[src/rtl/alu16_exec_if.sv]
// ----------------------------------------------------------------------------
// alu16_exec_if
//   Handshake bundle between the decode stage, the ALU execution stage and
//   writeback.
//
//   Input side  (decode -> exec): in_valid, in_ready, in_op, in_a, in_b
//   Output side (exec -> writeback): out_valid, out_ready, out_result,
//                                    out_zero, out_neg, out_carry, out_err
//
//   master : the environment (drives operands and out_ready)
//   slave  : the execution unit (drives in_ready and the result side)
// ----------------------------------------------------------------------------
interface alu16_exec_if #(
    parameter int WIDTH = 16
);
    logic             in_valid;
    logic             in_ready;
    logic [3:0]       in_op;
    logic [WIDTH-1:0] in_a;
    logic [WIDTH-1:0] in_b;

    logic             out_valid;
    logic             out_ready;
    logic [WIDTH-1:0] out_result;
    logic             out_zero;
    logic             out_neg;
    logic             out_carry;
    logic             out_err;

    modport master (
        output in_valid, in_op, in_a, in_b, out_ready,
        input  in_ready, out_valid, out_result, out_zero, out_neg, out_carry, out_err
    );

    modport slave (
        input  in_valid, in_op, in_a, in_b, out_ready,
        output in_ready, out_valid, out_result, out_zero, out_neg, out_carry, out_err
    );
endinterface

[src/rtl/alu16_exec_unit.sv]
// ----------------------------------------------------------------------------
// alu16_exec_unit
//   Registered single-operation ALU execution stage. Accepts one op over a
//   valid/ready handshake, computes logic/arithmetic results in one cycle and
//   shifts one bit per clock, then holds result + flags until writeback takes
//   them. Only one operation is in flight at a time.
//
//   Ports
//     clk    : rising-edge clock
//     rst_n  : asynchronous active-low reset
//     bus    : alu16_exec_if.slave
//              in_valid/in_ready/in_op/in_a/in_b       operand handshake
//              out_valid/out_ready/out_result/flags    result handshake
//
//   Opcodes: 0 AND, 1 OR, 2 XOR, 3 NOT, 4 ADD, 5 SUB, 6 SHL, 7 SHR,
//            8 SEL (bit a[b]), 9 PASS b, 10-15 illegal (out_err=1).
// ----------------------------------------------------------------------------
module alu16_exec_unit #(
    parameter int WIDTH = 16,
    parameter int SHW   = 4
) (
    input  logic        clk,
    input  logic        rst_n,
    alu16_exec_if.slave bus
);

    localparam logic [3:0] OP_AND  = 4'd0;
    localparam logic [3:0] OP_OR   = 4'd1;
    localparam logic [3:0] OP_XOR  = 4'd2;
    localparam logic [3:0] OP_NOT  = 4'd3;
    localparam logic [3:0] OP_ADD  = 4'd4;
    localparam logic [3:0] OP_SUB  = 4'd5;
    localparam logic [3:0] OP_SHL  = 4'd6;
    localparam logic [3:0] OP_SHR  = 4'd7;
    localparam logic [3:0] OP_SEL  = 4'd8;
    localparam logic [3:0] OP_PASS = 4'd9;

    typedef enum logic [1:0] {
        IDLE  = 2'd0,
        SHIFT = 2'd1,
        DONE  = 2'd2
    } state_t;

    typedef struct packed {
        logic [WIDTH-1:0] result;
        logic             carry;
        logic             err;
    } alu_res_t;

    // Single-cycle ops. Shifts only reach here with amount 0, where the
    // result is operand A unchanged and nothing is shifted out.
    function automatic alu_res_t alu_eval(input logic [3:0]       op,
                                          input logic [WIDTH-1:0] a,
                                          input logic [WIDTH-1:0] b);
        alu_res_t         r;
        logic [WIDTH:0]   sum;
        r   = '0;
        sum = {1'b0, a} + {1'b0, b};
        case (op)
            OP_AND:  r.result = a & b;
            OP_OR:   r.result = a | b;
            OP_XOR:  r.result = a ^ b;
            OP_NOT:  r.result = ~a;
            OP_ADD:  begin
                r.result = sum[WIDTH-1:0];
                r.carry  = sum[WIDTH];
            end
            OP_SUB:  begin
                r.result = a - b;
                r.carry  = (a < b);
            end
            OP_SHL,
            OP_SHR:  r.result = a;
            OP_SEL:  r.result = {{(WIDTH-1){1'b0}}, a[b[SHW-1:0]]};
            OP_PASS: r.result = b;
            default: r.err    = 1'b1;
        endcase
        return r;
    endfunction

    state_t           state_q,  state_d;
    logic             in_ready_q, in_ready_d;
    logic [WIDTH-1:0] result_q, result_d;
    logic [SHW-1:0]   count_q,  count_d;
    logic             shl_q,    shl_d;
    logic             zero_q,   zero_d;
    logic             neg_q,    neg_d;
    logic             carry_q,  carry_d;
    logic             err_q,    err_d;

    alu_res_t         alu_out;
    logic [SHW-1:0]   shamt;
    logic             is_shift;
    logic [WIDTH-1:0] shifted;
    logic             shift_out_bit;

    assign alu_out  = alu_eval(bus.in_op, bus.in_a, bus.in_b);
    assign shamt    = bus.in_b[SHW-1:0];
    assign is_shift = (bus.in_op == OP_SHL) || (bus.in_op == OP_SHR);

    // The result register doubles as the shift register while in SHIFT.
    assign shifted       = shl_q ? {result_q[WIDTH-2:0], 1'b0} : {1'b0, result_q[WIDTH-1:1]};
    assign shift_out_bit = shl_q ? result_q[WIDTH-1] : result_q[0];

    always_comb begin
        // NOTE: every signal written here gets a default first, so no path
        // leaves a value unassigned and no latch is inferred.
        state_d  = state_q;
        result_d = result_q;
        count_d  = count_q;
        shl_d    = shl_q;
        zero_d   = zero_q;
        neg_d    = neg_q;
        carry_d  = carry_q;
        err_d    = err_q;

        case (state_q)
            IDLE: begin
                // in_ready_q (not just the state) gates accept, so nothing is
                // taken in the first cycle after reset release.
                if (bus.in_valid && in_ready_q) begin
                    if (is_shift && (shamt != '0)) begin
                        result_d = bus.in_a;
                        count_d  = shamt;
                        shl_d    = (bus.in_op == OP_SHL);
                        zero_d   = 1'b0;
                        neg_d    = 1'b0;
                        carry_d  = 1'b0;
                        err_d    = 1'b0;
                        state_d  = SHIFT;
                    end else begin
                        result_d = alu_out.result;
                        carry_d  = alu_out.carry;
                        err_d    = alu_out.err;
                        // An illegal op reports only out_err, even though the
                        // result word is zero.
                        zero_d   = !alu_out.err && (alu_out.result == '0);
                        neg_d    = alu_out.result[WIDTH-1];
                        state_d  = DONE;
                    end
                end
            end

            SHIFT: begin
                result_d = shifted;
                carry_d  = shift_out_bit;
                count_d  = count_q - SHW'(1);
                // Last shift: flags come from the value being loaded now.
                if (count_q == SHW'(1)) begin
                    zero_d  = (shifted == '0);
                    neg_d   = shifted[WIDTH-1];
                    err_d   = 1'b0;
                    state_d = DONE;
                end
            end

            DONE: begin
                if (bus.out_ready) begin
                    state_d = IDLE;
                end
            end

            default: state_d = IDLE;
        endcase

        in_ready_d = (state_d == IDLE);
    end

    // NOTE: the datapath registers are reset along with the control state so
    // that the result and flags read as zero during reset, not just out_valid.
    always_ff @(posedge clk or negedge rst_n) begin
        if (!rst_n) begin
            state_q    <= IDLE;
            in_ready_q <= 1'b0;
            result_q   <= '0;
            count_q    <= '0;
            shl_q      <= 1'b0;
            zero_q     <= 1'b0;
            neg_q      <= 1'b0;
            carry_q    <= 1'b0;
            err_q      <= 1'b0;
        end else begin
            // NOTE: non-blocking assignments keep every register sampling the
            // pre-edge values, independent of statement order.
            state_q    <= state_d;
            in_ready_q <= in_ready_d;
            result_q   <= result_d;
            count_q    <= count_d;
            shl_q      <= shl_d;
            zero_q     <= zero_d;
            neg_q      <= neg_d;
            carry_q    <= carry_d;
            err_q      <= err_d;
        end
    end

    assign bus.in_ready   = in_ready_q;
    assign bus.out_valid  = (state_q == DONE);
    assign bus.out_result = result_q;
    assign bus.out_zero   = zero_q;
    assign bus.out_neg    = neg_q;
    assign bus.out_carry  = carry_q;
    assign bus.out_err    = err_q;

endmodule

[src/flat_wrapper.sv]
// flat-port wrapper written by rule: the top's interface ports become plain ports
module alu16_exec_unit_flat 
#(
    parameter int WIDTH = 16,
    parameter int SHW   = 4
)
  (clk, rst_n, bus_in_valid, bus_in_op, bus_in_a, bus_in_b, bus_out_ready, bus_in_ready, bus_out_valid, bus_out_result, bus_out_zero, bus_out_neg, bus_out_carry, bus_out_err);
  alu16_exec_if #(.WIDTH(WIDTH)) bus_i ();
  input  logic clk;
  input  logic rst_n;
  input wire logic [$bits(bus_i.in_valid)-1:0] bus_in_valid;
  input wire logic [$bits(bus_i.in_op)-1:0] bus_in_op;
  input wire logic [$bits(bus_i.in_a)-1:0] bus_in_a;
  input wire logic [$bits(bus_i.in_b)-1:0] bus_in_b;
  input wire logic [$bits(bus_i.out_ready)-1:0] bus_out_ready;
  output wire logic [$bits(bus_i.in_ready)-1:0] bus_in_ready;
  output wire logic [$bits(bus_i.out_valid)-1:0] bus_out_valid;
  output wire logic [$bits(bus_i.out_result)-1:0] bus_out_result;
  output wire logic [$bits(bus_i.out_zero)-1:0] bus_out_zero;
  output wire logic [$bits(bus_i.out_neg)-1:0] bus_out_neg;
  output wire logic [$bits(bus_i.out_carry)-1:0] bus_out_carry;
  output wire logic [$bits(bus_i.out_err)-1:0] bus_out_err;
  assign bus_i.in_valid = bus_in_valid;
  assign bus_i.in_op = bus_in_op;
  assign bus_i.in_a = bus_in_a;
  assign bus_i.in_b = bus_in_b;
  assign bus_i.out_ready = bus_out_ready;
  assign bus_in_ready = bus_i.in_ready;
  assign bus_out_valid = bus_i.out_valid;
  assign bus_out_result = bus_i.out_result;
  assign bus_out_zero = bus_i.out_zero;
  assign bus_out_neg = bus_i.out_neg;
  assign bus_out_carry = bus_i.out_carry;
  assign bus_out_err = bus_i.out_err;
  alu16_exec_unit #(.WIDTH(WIDTH), .SHW(SHW)) u_core (.clk(clk), .rst_n(rst_n), .bus(bus_i));
endmodule
[config.mk]
export PLATFORM = sky130hd
export DESIGN_NAME = alu16_exec_unit_flat
export DESIGN_NICKNAME = d
export VERILOG_FILES = /design/src/rtl/alu16_exec_if.sv /design/src/rtl/alu16_exec_unit.sv /design/src/flat_wrapper.sv
export SDC_FILE = /design/constraint.sdc
export NUM_CORES = 1
export LEC_CHECK = 0
export CORE_MARGIN = 4
export CORE_UTILIZATION = 39
export CTS_CLUSTER_SIZE = 40
export DETAILED_ROUTE_END_ITERATION = 12
export GPL_TIMING_DRIVEN = 0
export SYNTH_ARGS = -nofsm -noshare
export SYNTH_HDL_FRONTEND = slang
export SYNTH_SLANG_ARGS = --single-unit
[constraint.sdc]
create_clock -name clk -period 2.6 [get_ports clk]
set_input_delay 0.39 -clock clk [delete_from_list [all_inputs] [get_ports clk]]
set_output_delay 0.39 -clock clk [all_outputs]
set_load 0.05 [all_outputs]
* Yosys cells after proc, flatten, opt, wreduce, memory -nomap -nowiden
Cells that the tools add are included.
W data, S select, Z words.
** Cells by class
- Add/subtract/negate cells :: 3
- Order comparisons :: 2
- Equal/unequal tests :: 15
- Multiplexer cells :: 33
- Bitwise logic cells :: 4
- Reduce and logical (&&, ||, !) cells :: 17
** Operator list (count)
- $pmux W16 S9 :: 1
- $mux W16 :: 3
- $logic_not A16 Y1 :: 2
- $pmux W16 S2 :: 1
- $add A16 B16 Y17 :: 1
- $and A16 B16 Y16 :: 1
- $eq A4 B3 Y1 const B :: 4
- $lt A16 B16 Y1 :: 1
- $not A16 Y16 :: 1
- $or A16 B16 Y16 :: 1
- $sub A16 B16 Y16 :: 1
- $xor A16 B16 Y16 :: 1
- $mux W1 :: 14
- $pmux W1 S2 :: 5
- $reduce_or A10 Y1 :: 1
- $reduce_and A3 Y1 :: 3
- $eq A4 B1 Y1 const B :: 2
- $eq A4 B2 Y1 const B :: 2
- $eq A4 B4 Y1 const B :: 2
- $mux W2 :: 4
- $mux W4 :: 2
- $pmux W4 S2 :: 1
- $ne A2 B1 Y1 const B :: 3
- $pmux W2 S3 :: 1
- 13 further kinds :: 16
** Word-level totals
- Register bits after elaboration :: 28
- Bits of input ports :: 40
- Output and inout port bits :: 22
- Logic and storage cells :: 83

* Depth between registers and ports, before layout
- Depth after elaboration :: 8
- Depth in mapped cells :: 13
- Mapped depth without buffers :: 13

* Least setup slack after synthesis
OpenSTA, ideal clock, no wires.
- Path kind :: input to register
- Start point :: in bus_in_b[1]
- End point :: reg u_core.neg_q, in the netlist u_core.bus.out_neg
- Library setup time :: 0.125 ns
- Arrival :: 3.035 ns
- Data required time :: 2.475 ns
- Path slack :: -0.560 ns
- Cell stages on the path :: 12
- Path buffers :: 1
- Cells stage by stage :: clkbuf_1 > inv_1 > ha_1 > o21bai_1 > a311oi_4 > a211oi_1 > or2_1 > a311oi_2 > mux2i_1 > and3_4 > o21ai_1 > mux2_2
** Between the ends
- Longest elaborated chain between the ends :: 5
- Elaborated cells between the ends (all ways) :: 8
- Those cells by class :: 2 x add/sub; 4 x mux; 2 x reduce/logical
** RTL lines
- start: declaration :: line flat_wrapper.sv:14 : input wire logic [$bits(bus_i.in_b)-1:0] bus_in_b;
- $sub A16 B16 Y16 (tied with other cells) :: line alu16_exec_unit.sv:69 : r.result = a - b;
- $pmux W16 S9 or $logic_and A1 B1 Y1 (tied branches) :: line alu16_exec_unit.sv:59, alu16_exec_unit.sv:122
- $mux W1 * :: line alu16_exec_unit.sv:122 : if (is_shift && (shamt != '0)) begin
- $mux W1 * :: line alu16_exec_unit.sv:121 : if (bus.in_valid && in_ready_q) begin
- $pmux W1 S2 * :: line alu16_exec_unit.sv:117 : case (state_q)
- end signal: assignment :: line alu16_exec_unit.sv:191 : neg_q <= neg_d;
- end: declaration :: line alu16_exec_unit.sv:87 : logic neg_q, neg_d;
Every way passes the cells marked *; elsewhere a longest branch is shown, timed or not. The select of a mux whose other input is x is not followed.
A chain may end at the register's enable or synchronous reset.

* Worst setup path after layout
- Start point :: in bus_in_op[1]
- End point :: reg u_core.zero_q, in the netlist u_core.bus.out_zero
** Between the ends
- Longest elaborated chain between the ends :: 8
- Elaborated cells between the ends (all ways) :: 20
- Those cells by class :: 9 x eq/ne; 4 x mux; 7 x reduce/logical
** RTL lines
- start: declaration :: line flat_wrapper.sv:12 : input wire logic [$bits(bus_i.in_op)-1:0] bus_in_op;
- $eq A4 B3 Y1 :: line alu16_exec_unit.sv:59, alu16_exec_unit.sv:99
- $reduce_or A2 Y1 :: line alu16_exec_unit.sv:59 : case (op)
- $pmux W16 S9 :: line alu16_exec_unit.sv:59
- $logic_not A16 Y1 :: line alu16_exec_unit.sv:137 : zero_d = !alu_out.err && (alu_out.result == '0);
- $logic_and A1 B1 Y1 :: line alu16_exec_unit.sv:137
- $mux W1 * :: line alu16_exec_unit.sv:122
- $mux W1 * :: line alu16_exec_unit.sv:121
- $pmux W1 S2 * :: line alu16_exec_unit.sv:117
- end signal: assignment :: line alu16_exec_unit.sv:190 : zero_q <= zero_d;
- end: declaration :: line alu16_exec_unit.sv:86 : logic zero_q, zero_d;
Marks and branches as above.

==> flow_metrics.py <==
metrics = {
    "final_layout": {
        "nets": 859,
        "insertedDiodeCount": 0,
        "drive_gt1_share_pct": 30.72,
        "n_fill_cell": 1166,
        "final_cell_mix": "buf_4 (53), nand2_1 (49), nor2_1 (48), a21oi_1 (48), o21ai_0 (35)",
        "syn_to_final_growth_pct": 40.31,
        "final_common_cell": "buf_4",
    },
    "timing": {
        "fmax_mhz": 359.1,
        "setup_violations": 4,
        "hold_viol": 0,
        "worstMarginPinSlew_ns": 0.7942,
        "slew_violations": 0,
        "holdWs_ns": 0.1267,
        "post-route-min-period_ns": 2.785,
        "fin_skew_ns": 0.009685,
        "period_share_pct": 107.1,
        "setup_slack_ns": -0.1848,
        "rsz0062_at_grt": "yes",
        "slew-limit-headroom_pct": 46.29,
    },
    "clocking": {
        "h-tree-depth": 1,
        "clock_latency_ns": 0.28,
        "cts.path.max_buffers": 2,
        "clock-root-buffer": "clkbuf_16",
        "cts.clk_slew.worst_paths_ns": 0.08,
        "cts_tree": "done",
        "tritoncts.num_buffers": 3,
        "numClockSinks": 28,
        "hold_buffers": 0,
    },
    "place": {
        "placement.io_buffers": 61,
        "place_congestion": 0.9412,
        "dpl_worst_slack_ns": -1.498,
        "dp_hpwl_microns": 15360,
    },
    "floorplanning": {
        "die_area_sq_um": 14480,
        "start_util_pct": 40.45,
        "pin_count": 62,
        "num_rows": 40,
        "die_width_microns": 120.3,
        "core_sq_um": 12160,
        "die_y_microns": 120.3,
    },
    "synthesis": {
        "syn_area_sq_um": 4920,
        "synth-seq-cells": 28,
        "synth_cell_types": 83,
        "synth_top_area_share_pct": 14.24,
        "syn_area_per_cell_sq_um": 7.523,
        "yosysSeqAreaShare_pct": 14.24,
        "synth_edf_count": 0,
        "synthCells": 654,
        "syn-num-nets": 747,
        "synth.area.top_cells": "dfrtp_1 (14%), ha_1 (13%), a21oi_1 (5.6%)",
        "ys.flop_type": "dfrtp_1",
        "yosysWarningCount": 0,
        "yosysTopAreaCell": "dfrtp_1",
        "async_flop_share_pct": 100.0,
    },
    "drt": {
        "drc": 0,
        "wl_microns": 20870,
        "dr.pass1.iters": 5,
        "via_count": 5935,
        "dr.first_iter.drc_count": 579,
        "via_per_inst": 6.361,
        "wire_per_inst_microns": 22.37,
        "final_antenna_net_count": 0,
    },
    "run_status": {
        "outcome": "finished with violations",
        "violations": "negative setup slack",
    },
    "global_routing": {
        "grt_max_degree": 29,
        "track_usage_pct": 28.07,
        "grt_pass1_vias": 5767,
        "overflow": 0,
        "antenna_found_initial": 0,
        "grt_pass1_wl_microns": 32330,
    },
    "setup_path": {
        "arrival_ns": 3.00,
        "setup.worst_path.class": "input pin to flop",
        "cp_max_fo": 10,
        "critPathRequiredTime_ns": 2.81,
        "startpoint_type": "input pin",
        "end_kind": "flop",
        "rr_worst_depth": 9,
    },
    "power": {
        "max-vdd-ir-drop_uv": 360.1,
        "power_density_nw_per_um2": 582.5,
        "fin_total_pwr_mw": 4.021,
        "leakage_nw": 2.859,
    },
    "min_path": {
        "holdCritPathClass": "input pin to async pin",
    },
    "run": {
        "maxCapViolCount": 0,
    },
}
-- worst max-delay path: stages --
cell and delay [ns]:
clkdlybuf4s15_2 0.27, buf_4 0.21, and3b_1 0.17, buf_2 0.19, buf_6 0.18, mux2i_1 0.15
o311ai_1 0.17, a211oi_2 0.25, o2111ai_2 0.24, nor4_4 0.32, o2111a_1 0.26, nand4b_1 0.12
nand2_1 0.08
-- repair_timing --
item / 4_1_cts / 5_1_grt
setup endpoints to repair: 25 / 10
hold endpoints to repair: 0 / 0
pin swaps: 43 / 31
setup buffers: 40 / 10
resized for setup: 186 / 75
-- per-layer routing --
layer	share of wire [%]	wire length [microns]	track usage (%)	vias to the layer above
met5	0	0	0	-
met4	3.0	633	7.932	0
met3	8.5	1772	4.724	49
met2	45	9482	44.33	303
met1	43	8985	39.51	2895
li1	-	-	-	2688
-- cell usage after synthesis, types with 8 or more instances --
master and instances:
nand2b_1 9, o2111ai_1 10, o211ai_1 11, dfrtp_1 28, a22oi_1 8, nor4_1 10, a211oi_1 15, mux2i_1 16
nor3_1 13, clkbuf_1 20, nand2_1 51, a21o_1 10, inv_1 55, nand3_1 20, buf_2 12, o21ai_0 43
o31ai_1 9, a21oi_1 55, ha_1 51, nor2b_1 10, nor2_1 50
-- final timing paths --
check | slack, ns | end | from
setup / recovery | -0.18 | u_core.bus.out_zero | bus_in_op[1]
hold / removal | 0.13 | u_core.bus.in_ready | rst_n
setup reg to reg | 0.17 | u_core.bus.out_zero | u_core.state_q[0]
hold reg to reg | 0.49 | u_core.bus.out_err | u_core.bus.out_err
max in group asynchronous | 2.04 | u_core.bus.out_result[10] | rst_n
min in group clk | 0.46 | u_core.count_q[0] | bus_in_b[0]
-- area by class of cell --
class                           instances  area, sq um  area share [%]
Inverter                               57        241.5           3.498
Sequential cell                        28        700.7           10.15
Clock buffer                            3        75.07           1.088
Multi-Input combinational cell        530         4423           64.07
Buffer                                 35        245.2           3.553
Clock inverter                          1        30.03          0.4350
Timing Repair Buffer                  111        977.2           14.16
Tap cell                              168        210.2           3.045
-- per-stage QoR --
stage | util [%] | instances | instance area [sq um] | setup TNS, ns
4_1_cts | 54.44 | 923 | 6621 | -0.4156
5_1_grt | 56.76 | 933 | 6903 | -0.8627
6_report | 56.76 | 933 | 6903 | -0.4408
2_1_floorplan | - | 654 | 5092 | -0.1170
3_5_place_dp | 48.62 | 883 | 5913 | -21.01
3_3_place_gp | 48.62 | 883 | 5913 | -20.73
-- sequential cells by signal, summed over array words and instances, names as in the netlist --
register               flops
u_core.bus.in_ready        1
u_core.bus.out_carry       1
u_core.bus.out_neg         1
u_core.shl_q               1
u_core.bus.out_zero        1
u_core.state_q             2
u_core.count_q             4
u_core.bus.out_err         1
u_core.bus.out_result     16
-- cell families (layout without fill, tap and decap cells) --
kind of cell	after synthesis	in the layout	synth area share (%)
flops	28	28	14.24
simple gates	214	214	23.50
buf+inv	96	207	8.088
mux	25	25	6.231
fa+ha+maj	53	53	13.78
compound gates	237	237	33.98
xor+xnor	1	1	0.1781
-- power by group --
| group | internal, mW | leakage (nW) | switching, mW |
|---|---|---|---|
| logic | 1.02 | 2.46 | 1.68 |
| registers | 0.617 | 0.349 | 0.230 |
| clock network | 0.308 | 0.0511 | 0.167 |
Note: power is estimated with default switching activity, not from simulation.
